--- src/rtl/ysyx_24080014_lsu.sv ---
// ysyx_24080014_lsu - multi-cycle load/store unit between EXU and a
// valid/ready memory port. One transaction in flight; EXU stalls on in_ready.
//
// Ports:
//   clk, rst                 clock, synchronous active-high reset
//   in_valid / in_ready      EXU request handshake
//   in_is_load, in_is_store  operation select (exactly one must be set)
//   in_funct3                RISC-V funct3 (size in [1:0], unsigned in [2])
//   in_addr, in_wdata        byte address, LSB-justified store data
//   out_valid / out_ready    result handshake towards WBU
//   out_rdata                extended load data (0 for stores / error paths)
//   out_err                  00 ok, 01 misaligned, 10 bus error/timeout, 11 illegal
//   mem_req_*                bus request: word-aligned addr, lane data, strobes
//   mem_resp_*               bus response: full-word data and error flag
//
// Optional feature: define YSYX_24080014_LSU_TIMEOUT_EN to abort a bus
// transaction after TIMEOUT_CYC cycles in REQ/WAIT with err 10. Without the
// macro the unit waits on the bus indefinitely.
module ysyx_24080014_lsu #(
  parameter int ADDR_W      = 32,
  parameter int DATA_W      = 32,
  parameter int TIMEOUT_CYC = 255
) (
  input  logic                  clk,
  input  logic                  rst,
  input  logic                  in_valid,
  output logic                  in_ready,
  input  logic                  in_is_load,
  input  logic                  in_is_store,
  input  logic [2:0]            in_funct3,
  input  logic [ADDR_W-1:0]     in_addr,
  input  logic [DATA_W-1:0]     in_wdata,
  output logic                  out_valid,
  input  logic                  out_ready,
  output logic [DATA_W-1:0]     out_rdata,
  output logic [1:0]            out_err,
  output logic                  mem_req_valid,
  input  logic                  mem_req_ready,
  output logic                  mem_req_wen,
  output logic [ADDR_W-1:0]     mem_req_addr,
  output logic [DATA_W-1:0]     mem_req_wdata,
  output logic [DATA_W/8-1:0]   mem_req_wstrb,
  input  logic                  mem_resp_valid,
  output logic                  mem_resp_ready,
  input  logic [DATA_W-1:0]     mem_resp_rdata,
  input  logic                  mem_resp_err
);

  localparam int STRB_W = DATA_W / 8;
  localparam int OFF_W  = $clog2(STRB_W);

  typedef enum logic [1:0] {
    S_IDLE,
    S_REQ,
    S_WAIT,
    S_RESP
  } state_t;

  state_t state, state_nxt;

  // Latched request context needed after acceptance.
  logic              r_is_load;
  logic [2:0]        r_funct3;
  logic [OFF_W-1:0]  r_off;

  // Request decode (combinational on the EXU inputs).
  logic              req_illegal;
  logic              req_misalign;
  logic [OFF_W-1:0]  in_off;
  logic [STRB_W-1:0] size_mask;

  // Load extraction.
  logic [DATA_W-1:0] lane;
  logic [DATA_W-1:0] load_ext;

  // Handshake / event strobes.
  logic accept;
  logic resp_fire;
  logic to_fire;

  assign in_off    = in_addr[OFF_W-1:0];
  assign accept    = (state == S_IDLE) && in_valid;
  assign resp_fire = (state == S_WAIT) && mem_resp_valid;

  always_comb begin
    req_illegal = (in_is_load == in_is_store);
    if ((DATA_W == 32) && ((in_funct3 == 3'b011) || (in_funct3 == 3'b110)))
      req_illegal = 1'b1;
    if (in_is_load && (in_funct3 == 3'b111))
      req_illegal = 1'b1;
    if (in_is_store && in_funct3[2])
      req_illegal = 1'b1;

    unique case (in_funct3[1:0])
      2'b00:   req_misalign = 1'b0;
      2'b01:   req_misalign = in_addr[0];
      2'b10:   req_misalign = (in_addr[1:0] != 2'b00);
      default: req_misalign = (in_addr[2:0] != 3'b000);
    endcase

    unique case (in_funct3[1:0])
      2'b00:   size_mask = STRB_W'(1);
      2'b01:   size_mask = STRB_W'(3);
      2'b10:   size_mask = STRB_W'(15);
      default: size_mask = '1;
    endcase
  end

  always_comb begin
    lane     = mem_resp_rdata >> {r_off, 3'b000};
    load_ext = lane;
    unique case (r_funct3)
      3'b000:  load_ext = DATA_W'($signed(lane[7:0]));
      3'b001:  load_ext = DATA_W'($signed(lane[15:0]));
      3'b010:  load_ext = DATA_W'($signed(lane[31:0]));
      3'b100:  load_ext = DATA_W'(lane[7:0]);
      3'b101:  load_ext = DATA_W'(lane[15:0]);
      3'b110:  load_ext = DATA_W'(lane[31:0]);
      default: load_ext = lane;
    endcase
  end

`ifdef YSYX_24080014_LSU_TIMEOUT_EN
  localparam int TO_W = ($clog2(TIMEOUT_CYC + 1) > 8) ? $clog2(TIMEOUT_CYC + 1) : 8;

  logic [TO_W-1:0] to_cnt;

  always_ff @(posedge clk) begin
    if (rst)
      to_cnt <= '0;
    else if (accept)
      to_cnt <= '0;
    else if ((state == S_REQ) || (state == S_WAIT))
      to_cnt <= to_cnt + TO_W'(1);
  end

  // A handshake on the last allowed cycle still wins over the timeout so
  // the FSM and the result registers always agree on the outcome.
  assign to_fire = (((state == S_REQ)  && !mem_req_ready) ||
                    ((state == S_WAIT) && !mem_resp_valid)) &&
                   (to_cnt >= TO_W'(TIMEOUT_CYC - 1));
`else
  assign to_fire = 1'b0;
`endif

  always_ff @(posedge clk) begin
    if (rst)
      state <= S_IDLE;
    else
      state <= state_nxt;
  end

  always_comb begin
    state_nxt      = state;
    in_ready       = 1'b0;
    mem_req_valid  = 1'b0;
    mem_resp_ready = 1'b0;
    out_valid      = 1'b0;
    unique case (state)
      S_IDLE: begin
        in_ready       = 1'b1;
        mem_resp_ready = 1'b1;  // stray responses are swallowed here
        if (in_valid)
          state_nxt = (req_illegal || req_misalign) ? S_RESP : S_REQ;
      end
      S_REQ: begin
        mem_req_valid = 1'b1;
        if (mem_req_ready)
          state_nxt = S_WAIT;
        else if (to_fire)
          state_nxt = S_RESP;
      end
      S_WAIT: begin
        mem_resp_ready = 1'b1;
        if (mem_resp_valid || to_fire)
          state_nxt = S_RESP;
      end
      S_RESP: begin
        out_valid = 1'b1;
        if (out_ready)
          state_nxt = S_IDLE;
      end
      default: state_nxt = S_IDLE;
    endcase
  end

  always_ff @(posedge clk) begin
    if (rst) begin
      r_is_load     <= 1'b0;
      r_funct3      <= '0;
      r_off         <= '0;
      out_rdata     <= '0;
      out_err       <= 2'b00;
      mem_req_wen   <= 1'b0;
      mem_req_addr  <= '0;
      mem_req_wdata <= '0;
      mem_req_wstrb <= '0;
    end else begin
      if (accept) begin
        r_is_load <= in_is_load;
        r_funct3  <= in_funct3;
        r_off     <= in_off;
        if (req_illegal) begin
          out_err   <= 2'b11;
          out_rdata <= '0;
        end else if (req_misalign) begin
          out_err   <= 2'b01;
          out_rdata <= '0;
        end else begin
          mem_req_wen   <= in_is_store;
          mem_req_addr  <= in_addr & ~ADDR_W'(STRB_W - 1);
          mem_req_wdata <= in_is_store ? (in_wdata << {in_off, 3'b000}) : '0;
          mem_req_wstrb <= in_is_store ? (size_mask << in_off) : '0;
        end
      end
      if (resp_fire) begin
        out_rdata <= r_is_load ? load_ext : '0;
        out_err   <= mem_resp_err ? 2'b10 : 2'b00;
      end else if (to_fire) begin
        out_rdata <= '0;
        out_err   <= 2'b10;
      end
    end
  end

endmodule

--- config.mk ---
export PLATFORM = sky130hd
export DESIGN_NAME = ysyx_24080014_lsu
export DESIGN_NICKNAME = d
export VERILOG_FILES = /design/src/rtl/ysyx_24080014_lsu.sv
export SDC_FILE = /design/constraint.sdc
export NUM_CORES = 1
export LEC_CHECK = 0
export ABC_AREA = 0
export CAP_MARGIN = 20
export CORE_UTILIZATION = 40
export CTS_BUF_LIST = sky130_fd_sc_hd__clkbuf_8
export CTS_CLUSTER_DIAMETER = 200
export DETAILED_ROUTE_END_ITERATION = 16
export HOLD_SLACK_MARGIN = 0.1
export PLACE_DENSITY = 0.84
export SLEW_MARGIN = 40
export SYNTH_ARGS = -nofsm -noshare
export SYNTH_HDL_FRONTEND = slang
export SYNTH_SLANG_ARGS = --single-unit
--- constraint.sdc ---
create_clock -name clk -period 2.6 [get_ports clk]
set_input_delay 0.78 -clock clk [delete_from_list [all_inputs] [get_ports clk]]
set_output_delay 0.78 -clock clk [all_outputs]
set_load 0.03 [all_outputs]
## Word level (Yosys, flattened, before mapping)

Index checks and enable logic that the tools add are counted.

| cells by class | value |
|---|---|
| add/subtract/negate cells | 0 |
| eq/ne operators | 16 |
| shifts and indexed selects | 3 |
| bitwise operators | 2 |
| $mul | 0 |
| magnitude comparators | 0 |
| divide/modulo/power cells | 0 |
| multiplexer cells | 28 |
| reduce and logical (&&, ||, !) cells | 17 |

Operator list:

| cell | count |
|---|---|
| $mux W32 | 6 |
| $pmux W32 S4 | 1 |
| $shl A32 B5 Y32 | 1 |
| $shr A32 B5 Y32 | 1 |
| $mux W2 | 10 |
| $eq A3 B3 Y1 const B | 4 |
| $ne A2 B2 Y1 const B | 4 |
| $pmux W2 S4 | 1 |
| $pmux W4 S2 | 1 |
| $mux W1 | 7 |
| $eq A2 B2 Y1 const B | 3 |
| $reduce_bool A3 Y1 | 2 |
| $eq A2 B1 Y1 const B | 2 |
| $logic_and A1 B1 Y1 | 4 |
| $logic_not A2 Y1 | 2 |
| $mux W4 | 1 |
| $reduce_and A4 Y1 | 1 |
| $reduce_bool A2 Y1 | 2 |
| $shl A4 B2 Y4 | 1 |
| $eq A3 B1 Y1 const B | 1 |
| $eq A3 B2 Y1 const B | 1 |
| $logic_not A3 Y1 | 1 |
| $pmux W1 S3 | 1 |
| $reduce_and A3 Y1 | 1 |
| other kinds (5) | 7 |

| word-level totals | value |
|---|---|
| output and inout port bits | 107 |
| word-level logic and storage cells | 76 |
| bits in read-only memories | 0 |
| memory bits (writable) | 0 |
| latch bits | 0 |
| memories kept | 0 |
| flip-flop bits (word level) | 109 |

## Longest topological paths before layout

| logic depth | value |
|---|---|
| depth in word-level cells | 9 |
| depth in mapped cells | 8 |

## Worst setup path before layout

No wires, ideal clock.

| path | value |
|---|---|
| path kind | input-to-reg |
| start point | in rst |
| end point | reg out_rdata[24] |
| stages | 6 |
| arrival | 2.068 ns |
| path slack | 0.472 ns |
| library setup time | 0.060 ns |
| cell sequence | clkbuf_1 -> nand4b_4 -> nor3b_2 -> nor2b_1 -> buf_2 -> a221o_1 |

RTL lines:

| what | line | text |
|---|---|---|
| start: declaration | 25 | `input logic rst,` |
| end signal: assignment | 217 | `out_rdata <= r_is_load ? load_ext : '0;` |
| end: declaration | 35 | `output logic [DATA_W-1:0] out_rdata,` |

## Final worst setup path

| path | value |
|---|---|
| start point | in in_funct3[0] |
| end point | reg mem_req_wdata[26] |

| between the ends | value |
|---|---|
| word-level cells in the longest chain between the ends | 7 |

RTL lines:

| what | line | text |
|---|---|---|
| start: declaration | 30 | `input logic [2:0] in_funct3,` |
| $eq A3 B2 Y1 / $eq A3 B3 Y1 (equally long branches) | 87 | `if ((DATA_W == 32) && ((in_funct3 == 3'b011) \|\| (in_funct3 == 3'b110)))` |
| $logic_or A1 B1 Y1 | 87 |  |
| $mux W1 | 87 |  |
| $mux W1 | 89 | `if (in_is_load && (in_funct3 == 3'b111))` |
| $mux W1 | 91 | `if (in_is_store && in_funct3[2])` |
| $not A1 Y1 (no source line) | -- |  |
| $reduce_and A3 Y1 (no source line) (*) | -- |  |
| end signal: assignment | 212 | `mem_req_wdata <= in_is_store ? (in_wdata << {in_off, 3'b000}) : '0;` |
| end: declaration | 41 | `output logic [DATA_W-1:0] mem_req_wdata,` |

Every way passes the cells marked *; elsewhere a longest branch is shown, timed or not.
A chain may end at the register's enable or synchronous reset.

==> impl_results.md <==
- Global-route wire length before repair: 28740 um
- Tcrit/Tclk final: 95.49%
- CTS clk-pin slew, worst paths: ~90 ps
- VDD IR-drop max: 0.3100 mV
- Pwr Density: 552.7 nW/um^2
- Hold buffer count at CTS: 0
- CP max-delay cell: clkdlybuf4s50_1
- Setup crit start: in_funct3[0]
- DIE WIDTH: 118.0 um
- Synthesis-to-layout area growth: 51.17%
- R2R Path Start: state[1]
- Hold_sp: mem_req_wstrb[1]
- Vias after detailed routing: 5479
- Clock root buffer: clkbuf_8
- # rows: 42
- Initial Util: 40.84%
- Slew margin rel.: a little over half
- Worst r2r path cells: 8
- DRT met1 WL: ~7600 um
- CP Class: primary input to flop
- WHS Endpoint: mem_req_wstrb[1]
- CTS tree: built
- CTS Buffer Depth: 2
- RSZ-0062 raised after global routing: no
- Largest delay contributor family on the critical path: buffers and inverters
- Total global-route track usage: 25.90%
- Clock sinks: around 110
- Final layout net count: 884
- Routability Congestion: 0.9393
- IO Port Bufs: 212
- Finished Cell Area: 8143 sq um
- TritonCTS buffer count: 9
- Layout cell share with drive strength beyond 1: 12.50%
- Post-synth cell types: 51
- Drt pass-1 iters: 5
- Outcome: finished, final reports clean
- Cells after Synth: approximately 560
- Htree depth: 3
- Fill cell count: 1077
- DR DRC count: 0
- Stages on worst setup path: 7
- Metal3 WL: about 1100 um
- Critical path peak fanout: 8
- Vias in the first global route: around 5500
- Flops & latches, synth: between 100 and 150
- Top Metal Used: met4
- Initial antenna violation count: 0
- Pleak: 3.043 nW
- Placed instance area: a little under 8000 sq um
- Syn Area/Cell: roughly 9.6 sq um
- Worst Path Arrival: 2800 ps
- EDFF count, synth: 0
- Cell Area, Synth: 5386 sq um
- Commonest non-fill, non-tap cell in the layout: clkdlybuf4s50_1
- Buf+Inv Stages, Crit Path: 3
- Final clock skew: ~8.6 ps
- Max-cap viol count: 0
- Post-DP HPWL: 13600 um
- Placeable Area: 13190 sq um
- Sequential cell area fraction in the yosys report: 40.51%
- Drt initial violations: around 370
- Worst hold-check path type: flop to flop
- Most frequent CP cell: buf_4
- Ys flop type: dfxtp_1
- Setup Viol. Count Final: 0
- DR WL met2: 8676 um
- Design Power: 0.004500 W
- Reg-to-reg slack, setup: 530 ps
- Largest net degree at the start of global routing: 42
- Slew Limit Fails: 0
- CP required: about 2900 ps
- Vias/cell: 5.755
- Most frequent cells in the layout: clkdlybuf4s50_1, dfxtp_1, a21oi_1
- Post-Route WL: approximately 18000 um
- Die area: 13930 sq um
- Startpoint types: primary input
- Cell count of the worst hold path: 1
- Hold Worst Slack: 469.8 ps
- GRT Residual Overflow: 0
- FF-to-FF End: out_rdata[1]
- Final hold viol count: 0
- Tightest Pin Transition: 684.9 ps
- CP endpoint kind: flop
- Fmax: 402.8 MHz
- Crit path time final: 2483 ps
- WL/cell: roughly 19 um
- Worst skew pair latency: between 300 and 400 ps
- IO Pins: between 200 and 250
- CP Cell Sequence: clkdlybuf4s50_1, buf_4, o21ai_1, a32oi_2, buf_4, nor3_2, a41o_1
- Antenna fix cells: 0
- Synth warn: 0
- Post-DRT Antenna Nets: 0
- Die H: 118.0 um
- Worst path max stage delay: 480 ps
- Async SR Flop Fraction: 0%
Yosys cell counts, drive strengths merged, types with 2 or more instances:
cell type | n | area, sq um
a311oi | 8 | 70.07
dfxtp | 109 | 2182
clkbuf | 32 | 120.1
o21ai | 6 | 33.78
nand2b | 10 | 62.56
or2 | 4 | 25.03
inv | 13 | 48.80
nand2 | 42 | 157.7
and2 | 2 | 12.51
a22o | 8 | 70.07
a211oi | 3 | 22.52
o2bb2ai | 33 | 289.0
a41o | 8 | 80.08
mux4 | 8 | 187.7
nor3 | 3 | 20.02
mux2i | 42 | 420.4
nor2 | 10 | 37.54
a21oi | 56 | 280.3
nor2b | 8 | 50.05
mux2 | 9 | 101.4
o31ai | 30 | 225.2
a221o | 16 | 160.2
ha | 5 | 62.56
buf | 30 | 163.9
a32oi | 9 | 86.34
nor3b | 4 | 45.05
nand4 | 38 | 237.7
metrics by stage:
stage	utilization, %	TNS [ps]	setup WS (ps)	instances
2_1_floorplan	-	0	472.2	560
3_3_place_gp	59.98	-3981	-188.7	936
3_5_place_dp	59.98	-9932	-271.9	936
4_1_cts	61.68	0	61.57	952
5_1_grt	61.73	0	12.80	952
6_report	61.73	0	117.3	952
how the worst max path moves through the flow:
stage,endpoint
after detailed placement,mem_req_wdata[4]
after global placement,mem_req_wdata[6]
after floorplan,out_rdata[24]
after global routing,mem_req_wdata[27]
final,mem_req_wdata[26]
after CTS,mem_resp_ready
power by group:
group / leakage, nW / switching [W] / internal (W)
Clock: 0.118 / 0.000576 / 0.000589
Sequential: 0.881 / 0.0000633 / 0.00174
Combinational: 2.04 / 0.000883 / 0.000648
Total: 3.04 / 0.00152 / 0.00298
logic make-up after synthesis:
| logic type | after synthesis | synth area share (%) |
|---|---|---|
| AOI/OAI and AO/OA | 185 | 26.16 |
| and+or+nand+nor | 124 | 12.68 |
| DFF | 109 | 40.51 |
| buffers and inverters | 76 | 6.249 |
| muxes | 59 | 13.17 |
| adders and majority gates | 5 | 1.161 |
| other | 1 | 0.06962 |
area by class of cell:
cell class	instances	area (sq um)	area share (%)
clock buffer	11	151.4	1.859
tap	176	220.2	2.704
inverter	14	52.55	0.6454
sequential	109	2183	26.81
multi-input combinational	375	2883	35.40
clock inverter	5	75.07	0.9219
timing repair buffer	262	2577	31.65
flip-flops by register name (all words and copies together), names as in the netlist:
name / flops
state: 2
r_off: 2
r_funct3: 3
mem_req_wdata: 32
out_rdata: 32
mem_req_wstrb: 4
mem_req_addr: 30
mem_req_wen: 1
r_is_load: 1
out_err: 2
per-layer routing:
metal  up-vias  GRT usage, %
li1       2562             -
met1      2622         32.60
met2       241         42.06
met3        54         4.554
met4         0         14.02
met5         -             0
repair_timing:
action | CTS | global route
gates resized for setup | 2 | 2
endpoints found under the setup margin | 2 | 9
setup buffers | 0 | 0
(Power assumes the default switching activity.)
